## src/rtl/rv_wb_arbiter.sv

```systemverilog
// rv_wb_arbiter: shares the register-file write port between the pipeline
// writeback stage and a queued long-latency unit, with an age-based forced
// grant so queued results cannot starve behind a busy pipeline.
module rv_wb_arbiter #(
    parameter int unsigned DEPTH    = 4,
    parameter int unsigned MAX_WAIT = 8
) (
    input  logic        i_clk,
    input  logic        i_reset_n,

    input  logic        i_pipe_reg_write,
    input  logic [4:0]  i_pipe_rd,
    input  logic [31:0] i_pipe_data,
    output logic        o_pipe_stall,

    input  logic        i_lu_valid,
    input  logic [4:0]  i_lu_rd,
    input  logic [31:0] i_lu_data,
    output logic        o_lu_ready,

    output logic [31:0] o_rd_busy,

    output logic [31:0] o_data,
    output logic [4:0]  o_rd,
    output logic        o_reg_write
);

    localparam int unsigned AW  = (DEPTH > 1) ? $clog2(DEPTH) : 1;
    localparam int unsigned PW  = AW + 1;
    localparam int unsigned DW  = 32;
    localparam int unsigned RW  = 5;
    localparam int unsigned AGW = 8;

    // FIFO storage and pointers
    logic [DW-1:0]  mem_data_q [DEPTH];
    logic [RW-1:0]  mem_rd_q   [DEPTH];
    logic [PW-1:0]  wr_ptr_q, wr_ptr_d;
    logic [PW-1:0]  rd_ptr_q, rd_ptr_d;
    logic [AGW-1:0] age_q, age_d;

    // Output register
    logic [DW-1:0]  data_q, data_d;
    logic [RW-1:0]  rd_q, rd_d;
    logic           reg_write_q, reg_write_d;

    // Decode and arbitration terms
    logic           pipe_req;
    logic           fifo_empty;
    logic           fifo_full;
    logic           force_grant;
    logic           grant_pipe;
    logic           pop;
    logic           push;
    logic [AW-1:0]  head_idx;
    logic [AW-1:0]  tail_idx;

    // Occupancy tracking for the busy scoreboard
    logic [PW-1:0]  count;
    logic [AW-1:0]  scan_idx;
    logic [DW-1:0]  rd_busy;

    // Arbitration: pipeline wins unless the FIFO head has aged out
    always_comb begin
        pipe_req    = i_pipe_reg_write & (i_pipe_rd != RW'(0));
        fifo_empty  = (wr_ptr_q == rd_ptr_q);
        fifo_full   = (wr_ptr_q[PW-1] != rd_ptr_q[PW-1]) &&
                      (wr_ptr_q[AW-1:0] == rd_ptr_q[AW-1:0]);
        force_grant = !fifo_empty && (age_q == AGW'(MAX_WAIT));
        pop         = !fifo_empty && (force_grant || !pipe_req);
        grant_pipe  = pipe_req && !force_grant;
        push        = i_lu_valid && !fifo_full && (i_lu_rd != RW'(0));
        head_idx    = rd_ptr_q[AW-1:0];
        tail_idx    = wr_ptr_q[AW-1:0];
    end

    // Next-state for pointers, age counter and the write-port register
    always_comb begin
        wr_ptr_d    = wr_ptr_q;
        rd_ptr_d    = rd_ptr_q;
        age_d       = age_q;
        data_d      = data_q;
        rd_d        = rd_q;
        reg_write_d = 1'b0;

        if (push) begin
            wr_ptr_d = wr_ptr_q + PW'(1);
        end
        if (pop) begin
            rd_ptr_d = rd_ptr_q + PW'(1);
        end

        // Age clears on every pop and while empty; saturates at the limit
        if (fifo_empty || pop) begin
            age_d = AGW'(0);
        end else if (age_q != AGW'(MAX_WAIT)) begin
            age_d = age_q + AGW'(1);
        end

        if (pop) begin
            data_d      = mem_data_q[head_idx];
            rd_d        = mem_rd_q[head_idx];
            reg_write_d = 1'b1;
        end else if (grant_pipe) begin
            data_d      = i_pipe_data;
            rd_d        = i_pipe_rd;
            reg_write_d = 1'b1;
        end
    end

    // State registers with asynchronous reset
    always_ff @(posedge i_clk or negedge i_reset_n) begin
        if (!i_reset_n) begin
            wr_ptr_q    <= PW'(0);
            rd_ptr_q    <= PW'(0);
            age_q       <= AGW'(0);
            data_q      <= DW'(0);
            rd_q        <= RW'(0);
            reg_write_q <= 1'b0;
        end else begin
            wr_ptr_q    <= wr_ptr_d;
            rd_ptr_q    <= rd_ptr_d;
            age_q       <= age_d;
            data_q      <= data_d;
            rd_q        <= rd_d;
            reg_write_q <= reg_write_d;
        end
    end

    // FIFO payload storage; contents are meaningless outside the pointer window
    always_ff @(posedge i_clk) begin
        if (push) begin
            mem_data_q[tail_idx] <= i_lu_data;
            mem_rd_q[tail_idx]   <= i_lu_rd;
        end
    end

    // Busy scoreboard: OR of one-hot destinations over every live entry
    always_comb begin
        count    = wr_ptr_q - rd_ptr_q;
        rd_busy  = DW'(0);
        scan_idx = head_idx;
        for (int unsigned k = 0; k < DEPTH; k++) begin
            scan_idx = head_idx + AW'(k);
            if (PW'(k) < count) begin
                rd_busy = rd_busy | (DW'(1) << mem_rd_q[scan_idx]);
            end
        end
        rd_busy[0] = 1'b0;
    end

    assign o_pipe_stall = pipe_req & force_grant;
    assign o_lu_ready   = !fifo_full;
    assign o_rd_busy    = rd_busy;
    assign o_data       = data_q;
    assign o_rd         = rd_q;
    assign o_reg_write  = reg_write_q;

endmodule

```

## config.mk

```make
export PLATFORM = sky130hd
export DESIGN_NAME = rv_wb_arbiter
export DESIGN_NICKNAME = d
export VERILOG_FILES = /design/src/rtl/rv_wb_arbiter.sv
export SDC_FILE = /design/constraint.sdc
export NUM_CORES = 1
export LEC_CHECK = 0
export ABC_AREA = 1
export CAP_MARGIN = 20
export CORE_MARGIN = 2
export CORE_UTILIZATION = 70
export CTS_BUF_LIST = sky130_fd_sc_hd__clkbuf_4 sky130_fd_sc_hd__clkbuf_8
export DETAILED_ROUTE_END_ITERATION = 16
export DONT_BUFFER_PORTS = 1
export GPL_TIMING_DRIVEN = 0
export PLACE_DENSITY_LB_ADDON = 0.08
export SLEW_MARGIN = 20
export SYNTH_ARGS = -nofsm -noshare
export SYNTH_HDL_FRONTEND = slang
export SYNTH_SLANG_ARGS = --single-unit
```

## constraint.sdc

```tcl
create_clock -name i_clk -period 10.5 [get_ports i_clk]
set_input_delay 1.575 -clock i_clk [delete_from_list [all_inputs] [get_ports i_clk]]
set_output_delay 1.575 -clock i_clk [all_outputs]
set_load 0.005 [all_outputs]
```

## Yosys cells after proc, flatten, opt, wreduce, memory -nomap -nowiden

Memories as Yosys holds them, arrays and structs flattened.
Index checks and enable logic that the tools add are counted.

| cells by class | value |
|---|---|
| add/sub/neg operators | 7 |
| multipliers | 0 |
| divide/modulo/power cells | 0 |
| order comparisons | 4 |
| eq/ne operators | 5 |
| shift operators | 4 |
| mux-type cells | 14 |
| bitwise gates (word level) | 5 |
| reduce and logical (&&, ||, !) cells | 16 |

Operator list:

| cell | count |
|---|---|
| $mux W32 | 6 |
| $shl A1 B5 Y32 const A | 4 |
| $or A32 B32 Y32 | 3 |
| $mux W8 | 2 |
| $mux W5 | 2 |
| $reduce_bool A5 Y1 | 2 |
| $add A8 B1 Y8 const B | 1 |
| $eq A8 B4 Y1 const B | 1 |
| $ne A8 B4 Y1 const B | 1 |
| $add A3 B1 Y3 const B | 2 |
| $logic_and A1 B1 Y1 | 6 |
| $lt A1 B3 Y1 const A | 2 |
| $lt A2 B3 Y1 const A | 2 |
| $add A2 B2 Y2 const B | 2 |
| $logic_not A1 Y1 | 4 |
| $mux W1 | 4 |
| $reduce_bool A2 Y1 | 2 |
| $eq A3 B3 Y1 | 1 |
| $sub A3 B3 Y3 | 1 |
| $add A2 B1 Y2 const B | 1 |
| $and A1 B1 Y1 | 2 |
| $eq A2 B2 Y1 | 1 |
| $logic_or A1 B1 Y1 | 2 |
| $ne A1 B1 Y1 | 1 |

| word-level totals | value |
|---|---|
| register bits | 52 |
| bits in latches | 0 |
| memory bits (writable) | 148 |
| memory bits (read-only) | 0 |
| bits of input ports | 78 |
| output and inout bits | 72 |
| logic and storage cells | 63 |
| memories | 2 |

Memory list:

| memory | depth | bits a word | rd ports | clocked after Yosys merged registers in | write ports | RTL line | source |
|---|---|---|---|---|---|---|---|
| mem_data_q | 4 | 32 | 1 | 0 | 1 | 35 | `logic [DW-1:0] mem_data_q [DEPTH];` |
| mem_rd_q | 4 | 5 | 4 | 0 | 1 | 36 | `logic [RW-1:0] mem_rd_q [DEPTH];` |

## Longest topological paths before layout

| depth | value |
|---|---|
| word-level depth | 9 |
| gate-level depth with buffers | 12 |
| depth with buffers taken out | 12 |

## Worst setup path after synthesis

OpenSTA, ideal clock, no wires.

| timing | value |
|---|---|
| path kind | input -> register |
| start | input port i_lu_rd[3] |
| end | memory mem_data_q[3][0], enable pin |
| setup time | 434 ps |
| arrival time | 3504 ps |
| data required time | 10066 ps |
| path slack | 6562 ps |
| stages | 4 |
| buffers on the path | 0 |
| cells stage by stage | nor3_1 -> nand2_1 -> nand3_1 -> nor2_1 |

| on the way | value |
|---|---|
| word-level cells in the longest chain between the ends | 4 |

RTL lines:

| item | RTL line | source |
|---|---|---|
| start: declaration | 17 | `input logic [4:0] i_lu_rd,` |
| $reduce_bool A5 Y1 | 71 | `push = i_lu_valid && !fifo_full && (i_lu_rd != RW'(0));` |
| $logic_and A1 B1 Y1 | 71 |  |
| $mux W1 | 131 | `if (push) begin` |
| $mux W1 (implied by the code) | 132 | `mem_data_q[tail_idx] <= i_lu_data;` |
| end: declaration | 35 |  |

No other way between the ends.

## Worst setup path after layout

| timing | value |
|---|---|
| start | register wr_ptr_q[0] |
| end | output port o_rd_busy[4] |

| on the way | value |
|---|---|
| word-level cells in the longest chain between the ends | 9 |
| elaborated cells on any way between the ends | 12 |
| those cells by class | add/sub: 1; order compare: 4; mux: 4; bitwise: 3 |

RTL lines:

| item | RTL line | source |
|---|---|---|
| start: declaration | 37 | `logic [PW-1:0] wr_ptr_q, wr_ptr_d;` |
| start signal: assignment | 120 | `wr_ptr_q <= wr_ptr_d;` |
| $sub A3 B3 Y3 * | 139 | `count = wr_ptr_q - rd_ptr_q;` |
| $lt A1 B3 Y1 | 144 | `if (PW'(k) < count) begin` |
| $mux W32 | 144 |  |
| $or A32 B32 Y32 | 145 | `rd_busy = rd_busy \| (DW'(1) << mem_rd_q[scan_idx]);` |
| $mux W32 | 144 |  |
| $or A32 B32 Y32 | 145 |  |
| $mux W32 | 144 |  |
| $or A32 B32 Y32 | 145 |  |
| $mux W32 * | 144 |  |
| end: declaration | 21 | `output logic [31:0] o_rd_busy,` |

Mark *: on every way between the ends. The rest lies on a longest branch, timed or not.

==> results by group <==
Clocking
  – Register clock-pin slew on the reported worst setup and hold paths: 0.10 ns
  – H-tree levels: 4
  – Post-CTS sizing: 0
  – Clock Latency Late Sink: about 0.47 ns
  – CTS root buf: clkbuf_8
  – CTS tree: built
  – Clk sinks: 200
  – Inserted Clock Buffers: 17
  – # hold bufs at CTS: 0
  – Total setup buffers inserted after CTS: 0
  – CTS max path bufs: 2

Critical path
  – FF-to-FF End: mem_rd_q[2][0]
  – Crit. Startpoint: wr_ptr_q[0]
  – Worst R2R Start: rd_ptr_q[1]
  – Critical path launch point type: register
  – Worst R2R Path Depth: 8
  – Critical Path RT: 8.93 ns
  – Critical path endpoint category: primary output
  – Critical Path AT: between 2 and 3 ns
  – R2R Setup Slk: about 6.7 ns
  – Crit Path Class: register to primary output
  – Worst-path fanout max: 7

Placement
  – DP HPWL: 19.7 mm
  – Place WS: about 6.6 ns
  – GPL Wtd Cong: 1.00
  – IO Port Bufs: 0

Drt
  – Routed WL per cell: between 20 and 25 um
  – Antenna-violating nets left: 0
  – DR pass1 iterations: 7
  – Via count: 8812
  – Vias per cell: ~6.4
  – Initial DRC Count: 1125
  – Post-route DRC: 0
  – Routed wire length: 28.2 mm

Timing
  – Unrepaired setup endpoints after global routing: false
  – Max Freq: 0.222 GHz
  – Worst setup margin: 6.00 ns
  – Final setup TNS: 0 ns
  – Hold Fails Final Rpt: 0
  – Worst slew pin tran: a little under 0.8 ns
  – Slew margin rel.: a little under half
  – Tcrit/Tclk final: a little over two fifths
  – Max Transition Viols Final: 0
  – Worst Skew: 0.0171 ns
  – Crit path time final: roughly 4.5 ns
  – Endpoints failing setup: 0

Power and ir drop
  – Power per cell area: approximately 350 mW/mm^2
  – Worst vdd ir: about 0.16 mV
  – Leak: roughly 4.4 nW
  – Tot Pwr: between 0.003 and 0.004 W

Yosys
  – Synth Flop Type: edfxtp_1
  – Register area share after synthesis: between 50 and 60%
  – Top cells by area, synth: edfxtp_1, dfrtp_1, nor2_1
  – Warning count from the yosys run: 0
  – Post-synth top area share: 43.4%
  – Post-synth top area cell: edfxtp_1
  – Syn Area/Cell: roughly 9 sq um
  – Post-synth ARST share: between 20% and 30%
  – Post-synth EDFFs: 148
  – Netlist cell types: 37
  – Synth Register Bits: 200
  – Syn nets: about 1300
  – Synthesized cell area: 0.0102 sq mm
  – Post-Syn Instances: 1164

Cells and area
  – Storage cell area: ~0.0057 sq mm
  – Antenna cells: 0
  – Fraction of final layout cells sized beyond drive strength 1: 11.5%
  – FILL cells: ~1000
  – Fin nets: 1275
  – Fin util: about three quarters
  – Area occupied by multi-input gates: about 0.0040 sq mm
  – P&R area growth vs syn: 7.24%

Outcome
  – Status: finished clean

Hold path
  – Hold Crit Start: age_q[0]
  – Hold Path Cell Cnt: 1
  – Hold path endpoint: age_q[0]
  – Worst hold path class: register to register

Run
  – Max_cap viols: 0

Global routing
  – Pin count of the biggest net entering global routing: 53
  – GRT busiest layer: met2
  – Total grt overflow: 0
  – Met2 Track Usage GR: between 50% and 60%
  – Initial antenna violation count: 0
  – Vias in the first global route: 8559
  – M3 GR Usage: under 10%
  – First-pass GRT wire length: roughly 44 mm
  – Met1 Use GR: between 40% and 50%
  – GR Util All Layers: a little over a third

Die
  – Die Y: between 100 and 150 um
  – I/O pin cnt: 150
  – Die Wd: roughly 120 um
  – Row Count: 44
  – Core area: ~0.014 sq mm
  – Initial Util: about 71%
  – Full die area: 0.0156 sq mm
-- sequential cells by signal, indices dropped and copies added, names as in the netlist --
name,cells
o_rd,5
age_q,8
o_reg_write,1
o_data,32
mem_data_q,128
mem_rd_q,20
wr_ptr_q,3
rd_ptr_q,3
-- layout by cell type (no fill, tap or decap), types with 3 or more instances in the layout --
| cell type | count |
|---|---|
| nor2_1 | 282 |
| nand2_1 | 211 |
| edfxtp_1 | 148 |
| nand3_1 | 115 |
| o21ai_0 | 87 |
| dfrtp_1 | 52 |
| inv_1 | 47 |
| o22ai_1 | 32 |
| nand2_2 | 23 |
| a21oi_1 | 23 |
| buf_2 | 20 |
| clkbuf_8 | 17 |
| clkbuf_1 | 15 |
| o21ai_1 | 13 |
| inv_2 | 12 |
| a21oi_2 | 10 |
| ha_1 | 9 |
| nor2_2 | 8 |
| nor3_1 | 8 |
| buf_4 | 7 |
| nor2_4 | 7 |
| xor2_1 | 6 |
| buf_6 | 4 |
| nand4_1 | 4 |
| o21ai_2 | 3 |
| nand2_4 | 3 |
| buf_12 | 3 |
-- layout make-up --
| cell class | instances | area share, % |
|---|---|---|
| flip-flops and latches | 200 | 52.4 |
| multi-input cells | 855 | 36.4 |
| plain buffers | 50 | 2.73 |
| clock buffers | 18 | 2.20 |
| well taps | 184 | 2.10 |
| inverters | 59 | 2.02 |
| clock inverters | 14 | 1.31 |
| repair buffers | 4 | 0.867 |
-- kinds of logic (layout without fill, tap and decap cells) --
| group | Yosys count | after routing | share of synthesized area (%) |
|---|---|---|---|
| AOI/OAI and AO/OA | 171 | 171 | 9.31 |
| xor gates and xnor gates | 6 | 6 | 0.514 |
| adders and majority gates | 10 | 10 | 1.30 |
| buffers and inverters | 109 | 145 | 5.09 |
| DFF | 200 | 200 | 56.2 |
| other | 1 | 1 | 0.0367 |
| and+or+nand+nor | 667 | 667 | 27.6 |
-- worst max path at each step --
stage	to	slack, ns	cells past startpoint
3_5_place_dp	o_rd_busy[4]	6.56	8
4_1_cts	o_rd_busy[4]	6.04	9
3_3_place_gp	mem_data_q[3][27]	5.05	7
6_report	o_rd_busy[4]	6.00	9
2_1_floorplan	mem_data_q[3][0]	6.56	4
5_1_grt	o_rd_busy[25]	5.89	10
-- worst max-delay path: stages, from the launching register on --
cell and delay [ns]:
dfrtp_1 0.41, inv_1 0.13, ha_1 0.24, fa_1 0.49, or2_2 0.31, nand3_1 0.18, nand3_1 0.33, nor2_1 0.18
nor2_1 0.07, nand2_1 0.10
-- through the flow --
step / cell area (sq um) / std cells / hold slack [ns]
after floorplan: 10200 / 1164 / 0.454
after global placement: 10500 / 1348 / 0.480
after detailed placement: 10600 / 1352 / 0.492
after CTS: 11000 / 1384 / 0.506
after global routing: 11000 / 1384 / 0.518
final: 11000 / 1384 / 0.503
-- cell usage after synthesis, types with 4 or more instances --
master and count:
buf_4 7, nand3_1 115, nor2_2 8, edfxtp_1 148, dfrtp_1 52, nor3_1 8
nor2_1 286, a21oi_2 10, clkbuf_1 15, inv_2 12, xor2_1 6, nand4_1 4
nand2_1 211, nand2_2 23, o21ai_1 13, o21ai_0 87, buf_2 20, ha_1 9
a21oi_1 23, inv_1 47, buf_6 4, o22ai_1 32
-- routing by layer --
metal  part of all wire (%)  wire length (um)
met5                      0                 0
met4                    3.9              1110
met3                     11              3140
met2                     47             13200
met1                     38             10800
-- report_power, final --
group	internal, W	switching, W
registers	0.00108	0.000118
logic	0.000566	0.00156
clock network	0.000197	0.000278
Note: power is estimated with default switching activity, not from simulation.
